==> config.mk <==
export PLATFORM = sky130hd
export DESIGN_NAME = ext_pipe
export DESIGN_NICKNAME = d
export VERILOG_FILES = /design/src/rtl/ext_pkg.sv /design/src/rtl/ext_fifo2.sv /design/src/rtl/ext_pipe.sv
export SDC_FILE = /design/constraint.sdc
export NUM_CORES = 1
export LEC_CHECK = 0
export CAP_MARGIN = 20
export CORE_MARGIN = 4
export CORE_UTILIZATION = 48
export CTS_CLUSTER_SIZE = 16
export DETAILED_ROUTE_END_ITERATION = 12
export PLACE_DENSITY_LB_ADDON = 0.2
export SLEW_MARGIN = 20
export SYNTH_ARGS = -nofsm -noshare
export SYNTH_HDL_FRONTEND = slang
export SYNTH_SLANG_ARGS = --single-unit
==> constraint.sdc <==
create_clock -name clk -period 2.7 [get_ports clk]
set_input_delay 0.54 -clock clk [delete_from_list [all_inputs] [get_ports clk]]
set_output_delay 0.54 -clock clk [all_outputs]
set_load 0.01 [all_outputs]
==> src/rtl/ext_pkg.sv <==
// Shared definitions for the immediate-extension pipeline: mode encodings and counter width.
package ext_pkg;

    localparam logic [2:0] EXT_SIGN    = 3'd0;
    localparam logic [2:0] EXT_ZERO    = 3'd1;
    localparam logic [2:0] EXT_UPPER   = 3'd2;
    localparam logic [2:0] EXT_SIGN_SH = 3'd3;
    localparam logic [2:0] EXT_ZERO_SH = 3'd4;
    localparam logic [2:0] EXT_LINK    = 3'd5;

    localparam int unsigned ERR_CNT_W = 8;

endpackage

==> src/rtl/ext_fifo2.sv <==
// Two-entry FIFO; entry 0 is always the head so the output is a plain register.
module ext_fifo2 #(
    parameter int unsigned WIDTH = 8
) (
    input  logic             clk,
    input  logic             reset,
    input  logic             push_i,
    input  logic [WIDTH-1:0] push_data_i,
    input  logic             pop_i,
    output logic [WIDTH-1:0] head_o,
    output logic [1:0]       count_o
);

    logic [WIDTH-1:0] mem0_q, mem0_d;
    logic [WIDTH-1:0] mem1_q, mem1_d;
    logic [1:0]       count_q, count_d;
    logic             push_ok, pop_ok;

    always_comb begin
        push_ok = push_i && (count_q != 2'd2);
        pop_ok  = pop_i && (count_q != 2'd0);
        mem0_d  = mem0_q;
        mem1_d  = mem1_q;
        count_d = count_q;
        if (pop_ok) begin
            mem0_d = mem1_q;
        end
        // New data lands in the head slot whenever the head is (or is becoming) free.
        if (push_ok) begin
            if ((count_q == 2'd0) || pop_ok) begin
                mem0_d = push_data_i;
            end else begin
                mem1_d = push_data_i;
            end
        end
        case ({push_ok, pop_ok})
            2'b10:   count_d = count_q + 2'd1;
            2'b01:   count_d = count_q - 2'd1;
            default: count_d = count_q;
        endcase
    end

    always_ff @(posedge clk or posedge reset) begin
        if (reset) begin
            mem0_q  <= '0;
            mem1_q  <= '0;
            count_q <= 2'd0;
        end else begin
            mem0_q  <= mem0_d;
            mem1_q  <= mem1_d;
            count_q <= count_d;
        end
    end

    assign head_o  = mem0_q;
    assign count_o = count_q;

endmodule

==> src/rtl/ext_pipe.sv <==
// Immediate-extension stage with valid/ready handshake, 2-deep result buffer and
// saturating illegal-mode counter.
module ext_pipe
    import ext_pkg::*;
#(
    parameter int unsigned IMM_W  = 16,
    parameter int unsigned DATA_W = 32,
    parameter int unsigned SHAMT  = 2,
    parameter int unsigned TAG_W  = 5
) (
    input  logic                 clk,
    input  logic                 reset,
    input  logic                 in_valid,
    output logic                 in_ready,
    input  logic [IMM_W-1:0]     in_imm,
    input  logic [2:0]           in_mode,
    input  logic [TAG_W-1:0]     in_tag,
    output logic                 out_valid,
    input  logic                 out_ready,
    output logic [DATA_W-1:0]    out_data,
    output logic [TAG_W-1:0]     out_tag,
    output logic                 out_err,
    output logic [ERR_CNT_W-1:0] err_cnt
);

    localparam int unsigned PAY_W = DATA_W + TAG_W + 1;

    logic [DATA_W-1:0]    sext, zext, res_data;
    logic                 res_err;
    logic                 accept, pop;
    logic [1:0]           count;
    logic [PAY_W-1:0]     head;
    logic [ERR_CNT_W-1:0] err_cnt_q, err_cnt_d;

    always_comb begin
        sext              = {DATA_W{in_imm[IMM_W-1]}};
        sext[IMM_W-1:0]   = in_imm;
        zext              = '0;
        zext[IMM_W-1:0]   = in_imm;
        res_data          = '0;
        res_err           = 1'b0;
        case (in_mode)
            EXT_SIGN:    res_data = sext;
            EXT_ZERO:    res_data = zext;
            EXT_UPPER:   res_data = zext << (DATA_W - IMM_W);
            EXT_SIGN_SH: res_data = sext << SHAMT;
            EXT_ZERO_SH: res_data = zext << SHAMT;
            EXT_LINK: begin
                res_data    = sext << SHAMT;
                res_data[0] = 1'b1;
            end
            default:     res_err  = 1'b1;
        endcase
    end

    // Ready depends only on registered occupancy, never on out_ready.
    assign in_ready  = (count != 2'd2);
    assign out_valid = (count != 2'd0);
    assign accept    = in_valid && in_ready;
    assign pop       = out_valid && out_ready;

    ext_fifo2 #(
        .WIDTH(PAY_W)
    ) u_fifo (
        .clk        (clk),
        .reset      (reset),
        .push_i     (accept),
        .push_data_i({res_data, in_tag, res_err}),
        .pop_i      (pop),
        .head_o     (head),
        .count_o    (count)
    );

    assign {out_data, out_tag, out_err} = head;

    always_comb begin
        err_cnt_d = err_cnt_q;
        if (accept && res_err && (err_cnt_q != '1)) begin
            err_cnt_d = err_cnt_q + ERR_CNT_W'(1);
        end
    end

    always_ff @(posedge clk or posedge reset) begin
        if (reset) begin
            err_cnt_q <= '0;
        end else begin
            err_cnt_q <= err_cnt_d;
        end
    end

    assign err_cnt = err_cnt_q;

endmodule

Word-level counts from Yosys, hierarchy flattened
Cells that the tools add are included.
{"block": "op_classes", "addsub": 3, "eq_ne": 9, "muxes": 6, "n_bitwise": 1, "reduce_logical": 13}
{"operator": "one-hot mux 32 bit (6 select lines)", "n": 1}
{"operator": "2-to-1 mux 38 bit", "n": 3}
{"operator": "adder 8 x 1 -> 8 bit, second input constant", "n": 1}
{"operator": "!= test 8 bit, second input constant", "n": 1}
{"operator": "== test 3 x 2 -> 1 bit, second input constant", "n": 2}
{"operator": "== test 3 bit, second input constant", "n": 2}
{"operator": "logical AND 1 bit", "n": 6}
{"operator": "OR reduction 6 bit", "n": 1}
{"operator": "one-hot mux 2 bit (2 select lines)", "n": 1}
{"operator": "nonzero test 2 bit", "n": 2}
{"operator": "== test 3 x 1 -> 1 bit, second input constant", "n": 1}
{"operator": "logical NOT 3 bit", "n": 1}
{"operator": "adder 2 x 1 -> 2 bit, second input constant", "n": 1}
{"operator": "== test 2 x 1 -> 1 bit, second input constant", "n": 1}
{"operator": "== test 2 bit, second input constant", "n": 1}
{"operator": "logical NOT 2 bit", "n": 1}
{"operator": "!= test 2 bit, second input constant", "n": 1}
{"operator": "AND reduction 2 bit", "n": 1}
{"operator": "subtractor 2 x 1 -> 2 bit, second input constant", "n": 1}
{"operator": "logical OR 1 bit", "n": 1}
{"operator": "2-to-1 mux 1 bit", "n": 1}
{"operator": "inverter 1 bit", "n": 1}
{"block": "word_totals", "ff_bits": 86, "inputBits": 28, "elab_cells": 36}

Longest topological paths before layout
{"block": "depth", "depth_word": 6, "depth_mapped": 9, "ltp_nobuf": 7}

By module
Synthesis repeated with hierarchy kept, for this count alone.
{"block": "hier_totals", "cells_unflattened": 348, "area_unflattened_um2": 4493.1}
{"mod": "ext_fifo2", "n_inst": 1, "cells_each": 218, "area_per_inst_um2": 3483.3}
{"mod": "ext_pipe", "n_inst": 1, "cells_each": 130, "area_per_inst_um2": 1009.7}

Worst setup path after synthesis
No wires, ideal clock.
{"block": "synth_path", "path_kind": "reg2reg", "startpoint": "register u_fifo.count_q[0] (netlist: u_fifo.count_o[0])", "endpoint": "register u_fifo.count_q[1] (netlist: u_fifo.count_o[1])", "arrival_ps": 1645, "setup_slack_ps": 976, "stages_incl_launch_ff": 9, "path_buffers": 3, "period_less_slack_ps": 1724, "path_cell_list": "dfrtp_1 -> buf_2 -> o21ai_2 -> buf_4 -> buf_6 -> inv_1 -> ha_1 -> nor2_1 -> xor2_1"}
{"block": "synth_between", "elab_chain_len": 5, "word_cells_on_any_way": 12, "cone_classes": "add/sub (2); eq/ne (3); mux (1); reduce/logical (6)"}
{"element": "start, declared", "line": "ext_fifo2.sv:16", "rtl": "logic [1:0] count_q, count_d;"}
{"element": "start signal, assigned", "line": "ext_fifo2.sv:51", "rtl": "count_q <= count_d;"}
{"element": "!= test 2 bit / nonzero test 2 bit (equally long branches)"}
{"element": "logical AND 1 bit (on tied branches)", "line": "ext_pipe.sv:59, ext_pipe.sv:60"}
{"element": "logical AND 1 bit (on tied branches)", "line": "ext_fifo2.sv:20, ext_fifo2.sv:21"}
{"element": "== test 2 x 1 -> 1 bit / == test 2 bit (equally long branches)", "line": "ext_fifo2.sv:36", "rtl": "case ({push_ok, pop_ok})"}
{"element": "one-hot mux 2 bit (2 select lines) / nonzero test 2 bit (equally long branches)"}
Several ways; a longest one is shown, not always the timed one.
A chain may end at the register's enable or synchronous reset.

Final worst setup path
{"block": "layout_path", "startpoint": "register u_fifo.count_q[0] (netlist: u_fifo.count_o[0])", "endpoint": "output in_ready"}
{"block": "layout_between", "elab_chain_len": 1}
{"element": "!= test 2 bit", "line": "ext_pipe.sv:57", "rtl": "assign in_ready = (count != 2'd2);"}
{"element": "end, declared", "line": "ext_pipe.sv:14", "rtl": "output logic in_ready,"}
No other way between the ends.

==> flow_summary.yaml <==
outcome:
  status: "completed"
global_routing:
  grt_usage: 0.190
  antenna_found_initial: 0
  grt_pass1_wl_mm: 16.7
  grt_pass1_vias: 3269
  grt_overflow_total: 0
  grt_max_degree: 87
layout:
  fillers: 724
  area_delta_synth_final_pct: 25.5
  layout-drive-gt1-share: 0.164
  antenna_cells: 0
  nNetsFinal: 496
flow_run:
  maxCapViolCount: 0
die:
  start_util: 0.497
  die_area_um2: 10700
  die_w_um: 104
  boundaryPins: 76
  num_rows: 34
  die_y_um: 104
  core_um2: 8810
synth:
  yosysSeqAreaShare: 0.491
  synth_cell_type_count: 46
  synth_async_sr_flop_share: 1.00
  synth_seq_cells: 86
  synth_top_area_cell: "dfrtp_1"
  synth_enable_flop_cells: 0
  yosys_most_used_dff: "dfrtp_1"
  synth.top_cell.area_share: 0.491
  syn_inst: 393
  synthTopCellsByCount: "dfrtp_1 (86), mux2i_1 (52), nand2_1 (37)"
  synth_area_leaders: "dfrtp_1 (49%), mux2i_1 (12%), mux2_2 (6.4%), nand2_1 (3.2%), o21ai_0 (2.5%)"
  synth.cell_area_um2: 4380
  synth.most_common_cell: "dfrtp_1"
  synth_nets: 423
  avgSynthCellArea_um2: 11.1
  yosysWarnings: 0
critical_path:
  path_max_fanout: 7
  crit_type: "reg -> out"
  cp.arrival_ps: 1710
  cp-start-kind: "flop"
  crit_chain: "nor2b_2, inv_1, clkdlybuf4s50_1"
  cp.required_ps: 2160
  slowest_stage: "dfrtp_1"
  worstSetupEndpointType: "output port"
  critPathMaxStageDelay_ps: 500
placed_design:
  gp_congestion: 0.781
  dp_hpwl_mm: 6.98
  io_buffers: 75
drt:
  drtIter0Drc: 140
  ant_nets: 0
  wl_mm: 9.99
  drc: 0
  vias: 3181
  wire_per_inst_um: 17.3
  dr.pass1.iters: 4
  viasPerCell: 5.50
clock_network:
  htree_levels: 3
  clk_latency_ps: 350
  hold_buffers: 0
  cts_setup_buffers: 0
  cts_sinks: 86
  cts_max_path_buffers: 2
  cts_made_buffers: 9
  tritoncts: "built"
  clk_pin_slew_ps: 90
  root_buffer: "clkbuf_8"
  cts_resized: 0
sta:
  hold_viol_final: 0
  whs_ps: 480
  setup_viol: 0
  slew_viol_final: 0
  grt_setup_unrepaired: "no"
  post-route-period-util: 0.833
  worstMarginPinSlew_ps: 916
  finalSetupTns_ps: 0
  relSlewSlack: 0.389
  fin_skew_ps: 9.63
  fin_crit_ps: 2250
  fmax_ghz: 0.445
pwr:
  p_int_w: 0.00372
  combPwrFrac: 0.394
  p_leak_nw: 2.48
  peakVddDrop_v: 0.000438
  p_sw_frac: 0.319
  power_density_nw_per_um2: 993
  p_seq_frac: 0.399
  p_switching_w: 0.00174
  clkPwrFrac: 0.207
min_path:
  hold_path.class: "reg -> reg"
routing by layer:
metal,track usage,part of all wire,vias to the layer above
li1,-,-,1549
met1,0.268,0.48,1543
met2,0.298,0.46,76
met3,0.0410,0.049,13
met4,0.0560,0.014,0
met5,0,0,-
power groups by stage:
stage / Clock [W] / Combinational (W) / Sequential [W]
6_report: 0.00113 / 0.00215 / 0.00218
5_1_grt: 0.00120 / 0.00234 / 0.00226
4_1_cts: 0.00115 / 0.00218 / 0.00218
3_5_place_dp: 0 / 0.00216 / 0.00221
3_3_place_gp: 0 / 0.00211 / 0.00218
2_1_floorplan: 0 / 0.00118 / 0.00225
path summary, 6_finish.rpt:
check | startpoint | endpoint | slack [ps] | depth (start not counted)
worst min-delay path | u_fifo.mem1_q[37] | u_fifo.mem1_q[37] | 480 | 2
worst max-delay path | u_fifo.count_o[0] | in_ready | 450 | 3
min in group asynchronous | reset | err_cnt[1] | 630 | 3
max in group asynchronous | reset | u_fifo.head_o[14] | 1680 | 3
worst max register to register | u_fifo.count_o[0] | u_fifo.head_o[23] | 830 | 4
worst min register to register | u_fifo.mem1_q[37] | u_fifo.mem1_q[37] | 480 | 2
metrics by stage:
step                cells  total power (W)  setup slack [ps]  cell area (µm²)   util
floorplan             393          0.00343               976             4380      -
global placement      563          0.00429               282             5240  0.595
finish                578          0.00546               452             5500  0.624
CTS                   578          0.00551               432             5500  0.624
global route          578          0.00580               346             5500  0.624
detailed placement    563          0.00437               254             5240  0.595
final cells by class:
cell class                 instances  area, µm²  share of cell area
sequential                        86       2150               0.392
multi-input combinational        273       2040               0.371
clock buffer                      12        165              0.0301
inverter                           6       26.3             0.00478
timing repair buffer              90        888               0.162
tap                              108        135              0.0246
clock inverter                     3       90.1              0.0164
state kept, by name, summed over array words and instances, names as in the netlist:
signal          count
u_fifo.head_o      38
u_fifo.mem1_q      38
u_fifo.count_o      2
err_cnt             8
worst max-delay path: cells and delay by family, from the launching register on:
kind          cells  cell delay, ps
buf+inv           2             570
flops             1             500
simple gates      1             280
cells by family (layout without fill, tap and decap cells):
group	after synthesis	count (layout)	synth area share
xor gates and xnor gates	7	7	0.0157
adders and majority gates	2	2	0.00571
AOI/OAI and AO/OA	95	95	0.151
muxes	79	79	0.188
and+or+nand+nor	90	90	0.103
DFF	86	86	0.491
buffers and inverters	34	111	0.0449
cell usage in the layout, fill, tap and decap left out, types with 5 or more instances in the layout:
| master | instances |
|---|---|
| xnor2_1 | 5 |
| a21oi_1 | 5 |
| dfrtp_1 | 86 |
| o21ai_1 | 10 |
| a31o_1 | 11 |
| clkbuf_8 | 12 |
| o21ai_0 | 22 |
| a22o_1 | 12 |
| nand2_1 | 37 |
| inv_1 | 5 |
| o22ai_1 | 16 |
| mux2i_1 | 52 |
| nor2_1 | 16 |
| nand2b_1 | 16 |
| mux2_2 | 25 |
| o21ai_2 | 9 |
| buf_4 | 13 |
| clkdlybuf4s50_1 | 75 |
(Power assumes the default switching activity.)
